[src/rtl/icache_fill_ctrl_pkg.sv]
// Shared I-cache types and geometry, used by the fill controller and the cache.
package icache_pkg;

    localparam int BLOCK_WORDS      = 4;
    localparam int INDEX_SIZE       = 4;
    localparam int WORD_OFFSET_SIZE = 2;
    localparam int BYTE_OFFSET_SIZE = 2;
    localparam int TAG_SIZE         = 32 - INDEX_SIZE
                                      - WORD_OFFSET_SIZE
                                      - BYTE_OFFSET_SIZE;

    typedef enum logic [1:0] {
        IDLE,
        REQ,
        UPDATE,
        SETTLE
    } fill_state_t;

endpackage

[src/rtl/icache_fill_ctrl_if.sv]
// Instruction-memory read port: one outstanding request, valid-qualified data.
interface icache_fill_ctrl_if;

    logic        mem_rden;
    logic [31:0] mem_addr;
    logic [31:0] mem_rdata;
    logic        mem_valid;

    modport master (
        output mem_rden,
        output mem_addr,
        input  mem_rdata,
        input  mem_valid
    );

    modport slave (
        input  mem_rden,
        input  mem_addr,
        output mem_rdata,
        output mem_valid
    );

endinterface

[src/rtl/icache_fill_ctrl_perf_ctr.sv]
// Generic 32-bit enable counter, wraps modulo 2^32.
module icache_perf_ctr (
    input  logic        clk_i,
    input  logic        rst_i,
    input  logic        en_i,
    output logic [31:0] count_o
);

    logic [31:0] count_q;

    always_ff @(posedge clk_i) begin
        if (rst_i) begin
            count_q <= '0;
        end else if (en_i) begin
            count_q <= count_q + 32'd1;
        end
    end

    assign count_o = count_q;

endmodule

[src/rtl/icache_fill_ctrl.sv]
// I-cache miss handler and 4-word line fill controller.
// Optional ICACHE_FILL_PERF_EN adds fill_count/stall_count counters.
module icache_fill_ctrl
    import icache_pkg::*;
#(
    parameter int BLOCK_WORDS = 4,
    parameter int OFFSET_BITS = 4
) (
    input  logic                      CLK,
    input  logic                      RST,
    input  logic                      miss,
    input  logic [31:0]               pc,
    output logic                      cacheStall,
    output logic                      update,
    output logic [31:0]               w0,
    output logic [31:0]               w1,
    output logic [31:0]               w2,
    output logic [31:0]               w3,
    icache_fill_ctrl_if.master        mem
`ifdef ICACHE_FILL_PERF_EN
   ,output logic [31:0]               fill_count,
    output logic [31:0]               stall_count
`endif
);

    localparam int LINE_W = 32 - OFFSET_BITS;

    fill_state_t       state_q;
    logic [1:0]        cnt_q;
    logic [LINE_W-1:0] line_q;
    logic [3:0][31:0]  buf_q;
    logic [3:0][31:0]  buf_d;
    logic [3:0][31:0]  w_q;
    logic              update_q;
    logic              rden_q;
    logic [31:0]       addr_q;
    logic              last_word;
    logic              fill_done;
    logic              unused_pc;

    assign last_word = (cnt_q == 2'(BLOCK_WORDS - 1));
    assign fill_done = (state_q == REQ) && mem.mem_valid && last_word;
    assign unused_pc = ^pc[OFFSET_BITS-1:0];

    always_comb begin
        buf_d = buf_q;
        if (state_q == REQ && mem.mem_valid) begin
            buf_d[cnt_q] = mem.mem_rdata;
        end
    end

    // Address is the latched line with the word index spliced in.
    always_ff @(posedge CLK) begin
        if (RST) begin
            state_q  <= IDLE;
            cnt_q    <= '0;
            line_q   <= '0;
            buf_q    <= '0;
            w_q      <= '0;
            update_q <= 1'b0;
            rden_q   <= 1'b0;
            addr_q   <= '0;
        end else begin
            update_q <= 1'b0;
            buf_q    <= buf_d;
            unique case (state_q)
                IDLE: begin
                    if (miss) begin
                        line_q  <= pc[31:OFFSET_BITS];
                        cnt_q   <= '0;
                        rden_q  <= 1'b1;
                        addr_q  <= {pc[31:OFFSET_BITS], 4'b0000};
                        state_q <= REQ;
                    end
                end
                REQ: begin
                    if (fill_done) begin
                        rden_q   <= 1'b0;
                        update_q <= 1'b1;
                        w_q      <= buf_d;
                        state_q  <= UPDATE;
                    end else if (mem.mem_valid) begin
                        cnt_q  <= cnt_q + 2'd1;
                        addr_q <= {line_q, cnt_q + 2'd1, 2'b00};
                    end
                end
                UPDATE: state_q <= SETTLE;
                SETTLE: state_q <= IDLE;
                default: state_q <= IDLE;
            endcase
        end
    end

    // Stall covers the miss cycle itself; miss never depends on cacheStall.
    assign cacheStall   = (state_q != IDLE) | miss;
    assign update       = update_q;
    assign w0           = w_q[0];
    assign w1           = w_q[1];
    assign w2           = w_q[2];
    assign w3           = w_q[3];
    assign mem.mem_rden = rden_q;
    assign mem.mem_addr = addr_q;

`ifdef ICACHE_FILL_PERF_EN
    icache_perf_ctr u_fill_ctr (
        .clk_i   (CLK),
        .rst_i   (RST),
        .en_i    (fill_done),
        .count_o (fill_count)
    );

    icache_perf_ctr u_stall_ctr (
        .clk_i   (CLK),
        .rst_i   (RST),
        .en_i    (cacheStall),
        .count_o (stall_count)
    );
`endif

endmodule
[src/flat_wrapper.sv]
// flat-port wrapper written by rule: the top's interface ports become plain ports
module icache_fill_ctrl_flat import icache_pkg::*;
#(
    parameter int BLOCK_WORDS = 4,
    parameter int OFFSET_BITS = 4
)
  (CLK, RST, miss, pc, cacheStall, update, w0, w1, w2, w3, mem_mem_rden, mem_mem_addr, mem_mem_rdata, mem_mem_valid);
  icache_fill_ctrl_if mem_i ();
  input  logic CLK;
  input  logic RST;
  input  logic miss;
  input  logic [31:0] pc;
  output logic cacheStall;
  output logic update;
  output logic [31:0] w0;
  output logic [31:0] w1;
  output logic [31:0] w2;
  output logic [31:0] w3;
  output wire logic [$bits(mem_i.mem_rden)-1:0] mem_mem_rden;
  output wire logic [$bits(mem_i.mem_addr)-1:0] mem_mem_addr;
  input wire logic [$bits(mem_i.mem_rdata)-1:0] mem_mem_rdata;
  input wire logic [$bits(mem_i.mem_valid)-1:0] mem_mem_valid;
  assign mem_mem_rden = mem_i.mem_rden;
  assign mem_mem_addr = mem_i.mem_addr;
  assign mem_i.mem_rdata = mem_mem_rdata;
  assign mem_i.mem_valid = mem_mem_valid;
  icache_fill_ctrl #(.BLOCK_WORDS(BLOCK_WORDS), .OFFSET_BITS(OFFSET_BITS)) u_core (.CLK(CLK), .RST(RST), .miss(miss), .pc(pc), .cacheStall(cacheStall), .update(update), .w0(w0), .w1(w1), .w2(w2), .w3(w3), .mem(mem_i));
endmodule
[config.mk]
export PLATFORM = sky130hd
export DESIGN_NAME = icache_fill_ctrl_flat
export DESIGN_NICKNAME = d
export VERILOG_FILES = /design/src/rtl/icache_fill_ctrl_pkg.sv /design/src/rtl/icache_fill_ctrl_if.sv /design/src/rtl/icache_fill_ctrl_perf_ctr.sv /design/src/rtl/icache_fill_ctrl.sv /design/src/flat_wrapper.sv
export SDC_FILE = /design/constraint.sdc
export NUM_CORES = 1
export LEC_CHECK = 0
export BUFFER_PORTS_ARGS = -buffer_cell sky130_fd_sc_hd__buf_4
export CAP_MARGIN = 10
export CORE_ASPECT_RATIO = 0.6
export CORE_MARGIN = 2
export CORE_UTILIZATION = 46
export CTS_CLUSTER_SIZE = 8
export DETAILED_ROUTE_END_ITERATION = 8
export HOLD_SLACK_MARGIN = 0.03
export PLACE_DENSITY = 0.69
export SLEW_MARGIN = 20
export SYNTH_ARGS = -nofsm -noshare
export SYNTH_HDL_FRONTEND = slang
export SYNTH_SLANG_ARGS = --single-unit
[constraint.sdc]
create_clock -name CLK -period 3.06 [get_ports CLK]
set_input_delay 0.459 -clock CLK [delete_from_list [all_inputs] [get_ports CLK]]
set_output_delay 0.459 -clock CLK [all_outputs]
set_load 0.02 [all_outputs]
==> metrics, run 1 <==
Crit-path slowest cell=buf_4; TritonCTS clock tree=yes; Hold Startpoint=pc[16]; crit path launch type=register; Iter 0 DRT Violations=~580; Slew HR=between 20% and 30%; MaxCap Viol Count=0; unrepaired setup endpoints after global routing=no; gr usage total=23.7%; Setup WS post-layout=approximately 830 ps; cell area power density=slightly above 700 nW/um2; post-CTS setup buffer count=0; critical path's most frequent cell=buf_4; vias in the first global route=9,113; Synth Area in Compound Gates=between 10% and 20%; Ys Warns=0; I/O Buffers=between 200 and 250; IO Count=~230; CP Capture Type=register; async set or reset register ratio after synthesis=0%; CP Class=reg -> reg; Post-Syn Area=around 12,000 um2; post_cts resized=0; Worst Tran Pin Value=~1100 ps; Die W=between 200 and 250 um; Post-Route Skew=between 15 and 20 ps; Net count, final=1,575; post-layout util=59.1%; # clock sinks=287; Final GP Congestion=around 0.77; clock transition at the registers of the reported paths=50 ps; crit path max fanout=36; hold_buf cts=0; final hold vios=0; post-layout minimum cycle time=~2200 ps; Final ANT Viol Nets=0; clock root buffer=clkbuf_16; Worst-Skew Late Latency=roughly 530 ps; Overflow after GRT=0; Final TNS setup=0 ps; drt total wl=31,600 um; EDFF count, synth=0; Lkg Pwr=roughly 0.0056 uW; synth top area cells=dfxtp_1, nand2_1, mux2i_1; Worst EP required=between 3000 and 4000 ps; TritonCTS Buffers=slightly above 40; FMAX=between 400 and 500 MHz; Post-DP HPWL=20,600 um; Place WS=813 ps; synthesized-area fraction occupied by adder cells=0.975%; DR pass1 iterations=5; crit share post-route=72.9%; Core Region=around 24,000 um2; Layout area overhead=25.0%; launch point of the worst reg-to-reg path=u_core.state_q[1]$_SDFFE_PP0P_; layout cells sized above 1=23.2%; effective utilization at floorplan=a little under half; register area share after synthesis=49.7%; Setup crit start=u_core.state_q[1]$_SDFFE_PP0P_; most common cell in the netlist=nand2_1; flops & latches, synth=approximately 290; Simple-Gate Fraction of Synth Area=about 16%; Diodes inserted=0; Die Y=approximately 130 um; Hold/Removal Path Class=in -> reg; global-route wire length before repair=50,000 um; vias per cell=5.25; commonest cells in the netlist=nand2_1, dfxtp_1, a21oi_1, mux2i_1, nor2_1; Syn Area/Cell=between 8 and 9 um2; crit-path cells=inv_1 > ha_2 > buf_4 > nor2_1 > a211o_1 > buf_4 > mux2i_1; Die Footprint=26,400 um2; CP max stage delay=between 400 and 500 ps; H-Tree Depth=2; post-synthesis mux area share=between 10% and 20%; largest family of logic cells by synthesized area=simple AND/OR/NAND/NOR gates; area leader, netlist=dfxtp_1; initial antenna violation count=0; Site Rows=44; top cell type's share of synthesized area=roughly half; VDD IR max=a little under 0.0005 V; DRC errors left=0; status=finished clean; xor/xnor share of the synthesized area=0%; count of cell types in the netlist=27; wire per inst=roughly 17 um; Max Transition Viols Final=0; Post-Syn Instances=~1,300; Final setup viols=0; Primary FF master, synth=dfxtp_1; vias after detailed routing=between 9,000 and 10,000; Crit path arrival time=2610 ps; largest net degree at the start of global routing=about 170; Clock Path Buffers=3
-- cells by family after synthesis --
group,after synthesis
buffers and inverters,119
adders and majority gates,9
muxes,156
AOI/OAI and AO/OA,261
DFF,287
and+or+nand+nor,487
other,1
-- where the power goes --
group          switching (uW)  internal [uW]
combinational            1320            943
sequential                171           4060
clock                    1510           2400
-- per-stage QoR --
step                hold slack [ps]  total power (uW)  std cells  area [um2]
CTS                             172             10500       1821       14400
global route                    187             10900       1821       14400
global placement                437              6530       1777       13400
finish                          190             10400       1821       14400
detailed placement              446              6570       1777       13400
floorplan                       433              5880       1321       11600
-- per-layer routing --
metal	routed length, um	part of all wire [%]	vias to the layer above	track usage, %
met5	0	0	-	0
li1	-	-	4786	-
met2	13700	43	247	36.1
met3	2280	7.2	33	6.34
met4	413	1.3	0	5.80
met1	15200	48	4488	33.4
-- cell type report --
cell class / count / area, um2
Fill cell: 2193 / 10000
Sequential cell: 287 / 5750
Inverter: 6 / 22.5
Tap cell: 322 / 403
Multi-Input combinational cell: 915 / 5280
Clock inverter: 1 / 16.3
Clock buffer: 43 / 1050
Timing Repair Buffer: 247 / 1920
-- final timing paths --
path | cells past startpoint | slack [ps] | end
max | 7 | 830 | u_core.mem.mem_addr[21]$_SDFFE_PP0P_
min | 3 | 190 | u_core.line_q[12]$_SDFFE_PP0P_
max reg2reg | 7 | 830 | u_core.mem.mem_addr[21]$_SDFFE_PP0P_
min reg2reg | 2 | 450 | u_core.line_q[0]$_SDFFE_PP0P_
-- registers in the layout, indices dropped and copies added (netlist names) --
| signal | flops |
|---|---|
| u_core.state_q | 2 |
| u_core.w0 | 32 |
| u_core.w1 | 32 |
| u_core.buf_q | 97 |
| u_core.w2 | 32 |
| u_core.mem.mem_rden | 1 |
| u_core.update | 1 |
| u_core.cnt_q | 1 |
| u_core.mem.mem_addr | 29 |
| u_core.line_q | 28 |
| u_core.w3 | 32 |
-- critical path: cells and delay by family (launching register included) --
kind            cells  cell delay, ps
compound gates      1             280
fa+ha+maj           1             310
buf+inv             3             870
flops               1             310
mux                 1             180
simple gates        1             120
-- cell usage in the layout (no fill, tap or decap) --
master,instances
mux2_2,28
a21boi_0,1
ha_2,4
clkbuf_1,1
clkinv_1,1
conb_1,2
buf_12,5
and2b_1,1
a21oi_1,158
ha_1,5
clkinv_8,1
mux2i_1,128
nor2_1,101
nand2b_1,2
or3_1,1
a211o_1,1
buf_8,1
inv_1,5
or3b_1,1
a211oi_1,76
and3_4,1
and3_1,3
o21ai_0,3
nand2_1,369
and2_1,1
buf_4,241
clkbuf_16,42
nand3_2,3
nand3_1,4
a211oi_2,22
dfxtp_1,287
(Power assumes the default switching activity.)
==> run 2, diff against run 1 <==
==> constraint.sdc (replaced) <==
create_clock -name CLK -period 2.15 [get_ports CLK]
set_input_delay 0.3225 -clock CLK [delete_from_list [all_inputs] [get_ports CLK]]
set_output_delay 0.3225 -clock CLK [all_outputs]
set_load 0.02 [all_outputs]
==> metrics, run 2 (synthesis gave the netlist of run 1 again) <==
Most flops, register=u_core.buf_q; Worst-Skew Late Latency=530 ps (about the same); Final setup viols=0 (unchanged); post_cts resized=0 (unchanged); Crit path arrival time=1660 ps (-950 ps); drt total wl=31,300 um (-0.90%); DR pass1 iterations=5 (unchanged); FMAX=roughly 510 MHz; post-layout minimum cycle time=1980 ps; worst r2r path cells=5 (-2); post-CTS setup buffer count=0 (unchanged); Post-DP HPWL=20,800 um (+0.95%); Slew HR=63.3% (+34 points); effective utilization at floorplan=47.3% (unchanged); Final GP Congestion=0.756 (-1.7%); Max Transition Viols Final=0 (unchanged); wire per inst=17.1 um (-1.5%); clock transition at the registers of the reported paths=50 ps (about the same); Final TNS setup=0 ps (unchanged); layout cells sized above 1=23.8% (+0.56 points); most frequent cells in the layout=nand2_1, dfxtp_1, buf_4; IO Count=231 (unchanged); Layout area overhead=26.2%; commonest non-fill, non-tap cell in the layout=nand2_1; Hold Path Stages=3 (unchanged); DRC errors left=0 (unchanged); Die W=209 um (unchanged); Iter 0 DRT Violations=606 (+5.0%); Die Footprint=26,400 um2 (unchanged); final hold vios=0 (unchanged); H-Tree Depth=2 (unchanged); Overflow after GRT=0 (unchanged); vias after detailed routing=9,536 (-0.19%); MaxCap Viol Count=0 (unchanged); cell area power density=1030 nW/um2 (+42%); Clock Path Buffers=3 (unchanged); Site Rows=44 (unchanged); Diodes inserted=0 (unchanged); gr usage total=23.2% (-0.45 points); Setup WS post-layout=172 ps (-657 ps); hold_buf cts=0 (unchanged); Largest register FFs=97 (unchanged); Hold/Removal Path Class=in -> reg; Post-Route Skew=19.5 ps (-0.349 ps); TritonCTS Buffers=41 (unchanged); Final ANT Viol Nets=0 (unchanged); Worst Tran Pin Value=551 ps (-513 ps); I/O Buffers=224 (unchanged); global-route wire length before repair=49,400 um (-1.2%); clock root buffer=clkbuf_16; VDD IR max=0.000653 V (+35%); Fillers=2,134 (-2.7%); Core Region=24,400 um2 (unchanged); crit path max fanout=8 (-78%); crit share post-route=92.0%; crit path launch type=register; vias in the first global route=9,013 (-1.1%); Lkg Pwr=0.00563 uW (+1.3%); vias per cell=5.21 (-0.79%); Die Y=127 um (unchanged); initial antenna violation count=0 (unchanged); Worst EP required=1830 ps (-1600 ps); CP Class=reg -> out; Net count, final=1,586 (+0.70%); # clock sinks=287 (unchanged); unrepaired setup endpoints after global routing=no; Place WS=319 ps (-495 ps); CP Capture Type=output pin; largest net degree at the start of global routing=115 (-31%); TritonCTS clock tree=yes; status=finished clean
[run 2: final timing paths]
check	from	to	slack, ps
worst max-delay path	u_core.state_q[0]$_SDFFE_PP0P_	cacheStall	170
worst min register to register	u_core.line_q[11]$_SDFFE_PP0P_	u_core.line_q[11]$_SDFFE_PP0P_	450
worst min-delay path	pc[18]	u_core.line_q[14]$_SDFFE_PP0P_	60
worst max register to register	u_core.cnt_q[0]$_SDFFE_PP0P_	u_core.mem.mem_addr[12]$_SDFFE_PP0P_	280
[run 2: final cells by class]
| type | count | area, um2 | share of cell area (%) |
|---|---|---|---|
| multi-input cells | 915 | 5280 | 36.2 |
| inverters | 6 | 22.5 | 0.154 |
| clock buffers | 43 | 1050 | 7.23 |
| well taps | 322 | 403 | 2.76 |
| clock inverters | 1 | 16.3 | 0.112 |
| repair buffers | 258 | 2060 | 14.1 |
| flip-flops and latches | 287 | 5750 | 39.4 |
[run 2: report_power, final]
part	internal (uW)	total [uW]	switching [uW]
Combinational	1420	3330	1910
Clock	3420	5600	2180
Sequential	5780	6020	241
Total	10600	14900	4330
[run 2: per-stage QoR]
stage	utilization (%)	hold WS (ps)	total power, uW	cell area, um2	cells
after floorplan	-	433	8370	11600	1321
after global placement	55.3	438	9380	13500	1788
after detailed placement	55.3	446	9460	13500	1788
after CTS	59.6	40.9	15100	14600	1832
after global routing	59.6	51.7	15600	14600	1832
final	59.6	58.0	14900	14600	1832
[run 2: critical path, cell delays in order, from the launching register on]
cell and delay (ps):
dfxtp_1 350, inv_1 80, ha_1 240, and2b_1 250, inv_1 90, buf_4 130
[run 2: layer usage]
| metal | up-vias | wire length (um) | GRT usage [%] |
|---|---|---|---|
| li1 | 4799 | - | - |
| met1 | 4455 | 15200 | 33.7 |
| met2 | 239 | 13300 | 34.4 |
| met3 | 43 | 2360 | 6.29 |
| met4 | 0 | 489 | 5.42 |
| met5 | - | 0 | 0 |
==> run 3, diff against run 2 <==
--- a/config.mk
+++ b/config.mk
@@ -9,11 +9,11 @@
 export CAP_MARGIN = 10
 export CORE_ASPECT_RATIO = 0.6
 export CORE_MARGIN = 2
-export CORE_UTILIZATION = 46
+export CORE_UTILIZATION = 54
 export CTS_CLUSTER_SIZE = 8
 export DETAILED_ROUTE_END_ITERATION = 8
 export HOLD_SLACK_MARGIN = 0.03
-export PLACE_DENSITY = 0.69
+export PLACE_DENSITY = 0.79
 export SLEW_MARGIN = 20
 export SYNTH_ARGS = -nofsm -noshare
 export SYNTH_HDL_FRONTEND = slang
==> metrics, run 3 (synthesis gave the netlist of run 1 again) <==
most frequent cells in the layout=nand2_1, dfxtp_1, buf_4; Final TNS setup=0 ps (unchanged); Final setup viols=0 (unchanged); multi-input combinational cell area=5280 um2 (about the same); DRC errors left=0 (unchanged); layout cells sized above 1=23.6% (-0.22 points); Worst EP required=1830 ps (about the same); VDD IR max=0.000674 V (+3.3%); largest net degree at the start of global routing=258 (+120%); Layout area overhead=25.3%; clock root buffer=clkbuf_16; Crit path arrival time=1700 ps (+40 ps); Post-Route Skew=18.5 ps (-1.00 ps); global-route wire length before repair=48,700 um (-1.5%); TritonCTS Buffers=41 (unchanged); drt total wl=30,900 um (-1.4%); clock transition at the registers of the reported paths=50 ps (about the same); initial antenna violation count=0 (unchanged); # clock sinks=287 (unchanged); vias after detailed routing=9,811 (+2.9%); vias in the first global route=9,338 (+3.6%); cell area power density=1030 nW/um2 (+0.54%); Post-Layout Inst Area=14,500 um2 (-0.70%); Setup WS post-layout=132 ps (-40.4 ps); Site Rows=41 (-6.8%); Worst Tran Pin Value=839 ps (+289 ps); gr usage total=26.8% (+3.6 points); unrepaired setup endpoints after global routing=no; Hold Path Stages=3 (unchanged); TritonCTS clock tree=yes; Most flops, register=u_core.buf_q; I/O Buffers=224 (unchanged); effective utilization at floorplan=55.1% (+7.8 points); Final ANT Viol Nets=0 (unchanged); Hold/Removal Path Class=in -> reg; Largest register FFs=97 (unchanged); Fillers=1,619 (-24%); H-Tree Depth=2 (unchanged); Diodes inserted=0 (unchanged); final hold vios=0 (unchanged); Die Y=117 um (-7.5%); Final GP Congestion=0.770 (+1.8%); crit path max fanout=8 (unchanged); commonest non-fill, non-tap cell in the layout=nand2_1; Net count, final=1,582 (-0.25%); Max Transition Viols Final=0 (unchanged); crit path launch type=register; Post-DP HPWL=19,800 um (-4.9%); hold_buf cts=0 (unchanged); IO Count=231 (unchanged); register area=5750 um2 (unchanged); Die W=193 um (-7.6%); placed cell count=1,740 (-2.7%); CP Capture Type=output pin; CP Class=reg -> out; FMAX=495 MHz (-2.0%); post_cts resized=0 (unchanged); DR pass1 iterations=5 (unchanged); Clock Path Buffers=3 (unchanged); Place WS=188 ps (-131 ps); Core Region=21,000 um2 (-14%); Overflow after GRT=0 (unchanged); Slew HR=43.7% (-20 points); Die Footprint=22,600 um2 (-14%); Iter 0 DRT Violations=639 (+5.4%); post-layout minimum cycle time=2020 ps (+40.4 ps); crit share post-route=93.9% (+1.9 points); Worst-Skew Late Latency=510 ps (-20 ps); non-filler cells, final=1,786 (-2.5%); wire per inst=17.3 um (+1.2%); Lkg Pwr=0.00561 uW (-0.30%); Hold Slack=68.9 ps (+10.9 ps); worst r2r path cells=6 (+1); post-CTS setup buffer count=0 (unchanged); vias per cell=5.49 (+5.5%); MaxCap Viol Count=0 (unchanged); status=finished clean; area of placed instances=13,400 um2 (-1.1%)
## run 3: path summary, 6_finish.rpt
check	start	endpoint	slack, ps
max	u_core.state_q[0]$_SDFFE_PP0P_	cacheStall	130
min	pc[10]	u_core.line_q[6]$_SDFFE_PP0P_	70
max reg2reg	u_core.state_q[1]$_SDFFE_PP0P_	u_core.w1[17]$_SDFFE_PP0P_	180
min reg2reg	u_core.buf_q[18]$_SDFF_PP0_	u_core.buf_q[18]$_SDFF_PP0_	450
## run 3: final cells by class
type	instances	share of cell area (%)
Clock buffer	44	7.46
Clock inverter	1	0.0605
Inverter	6	0.156
Multi-Input combinational cell	915	36.4
Sequential cell	287	39.7
Tap cell	279	2.41
Timing Repair Buffer	254	13.8
## run 3: power breakdown
part	internal (uW)	leakage, uW	switching (uW)
combinational	1410	0.00275	1890
sequential	5780	0.00232	240
clock	3490	0.000536	2120
total	10700	0.00561	4240
## run 3: layer usage
| layer | vias up | GRT usage, % | part of all wire, % |
|---|---|---|---|
| met4 | 0 | 7.54 | 1.9 |
| met2 | 286 | 40.1 | 45 |
| met5 | - | 0 | 0 |
| met3 | 46 | 6.85 | 7.8 |
| met1 | 4672 | 38.1 | 46 |
| li1 | 4807 | - | - |
## run 3: critical path: stages, from the launching register on
cell	delay [ps]
dfxtp_1	320
inv_1	100
ha_1	250
and2b_1	300
inv_1	70
buf_4	160
## run 3: through the flow
stage,utilization [%],total power (uW)
finish,69.0,14900
detailed placement,63.7,9390
global route,69.0,15600
global placement,63.7,9320
CTS,68.9,15000
floorplan,-,8370
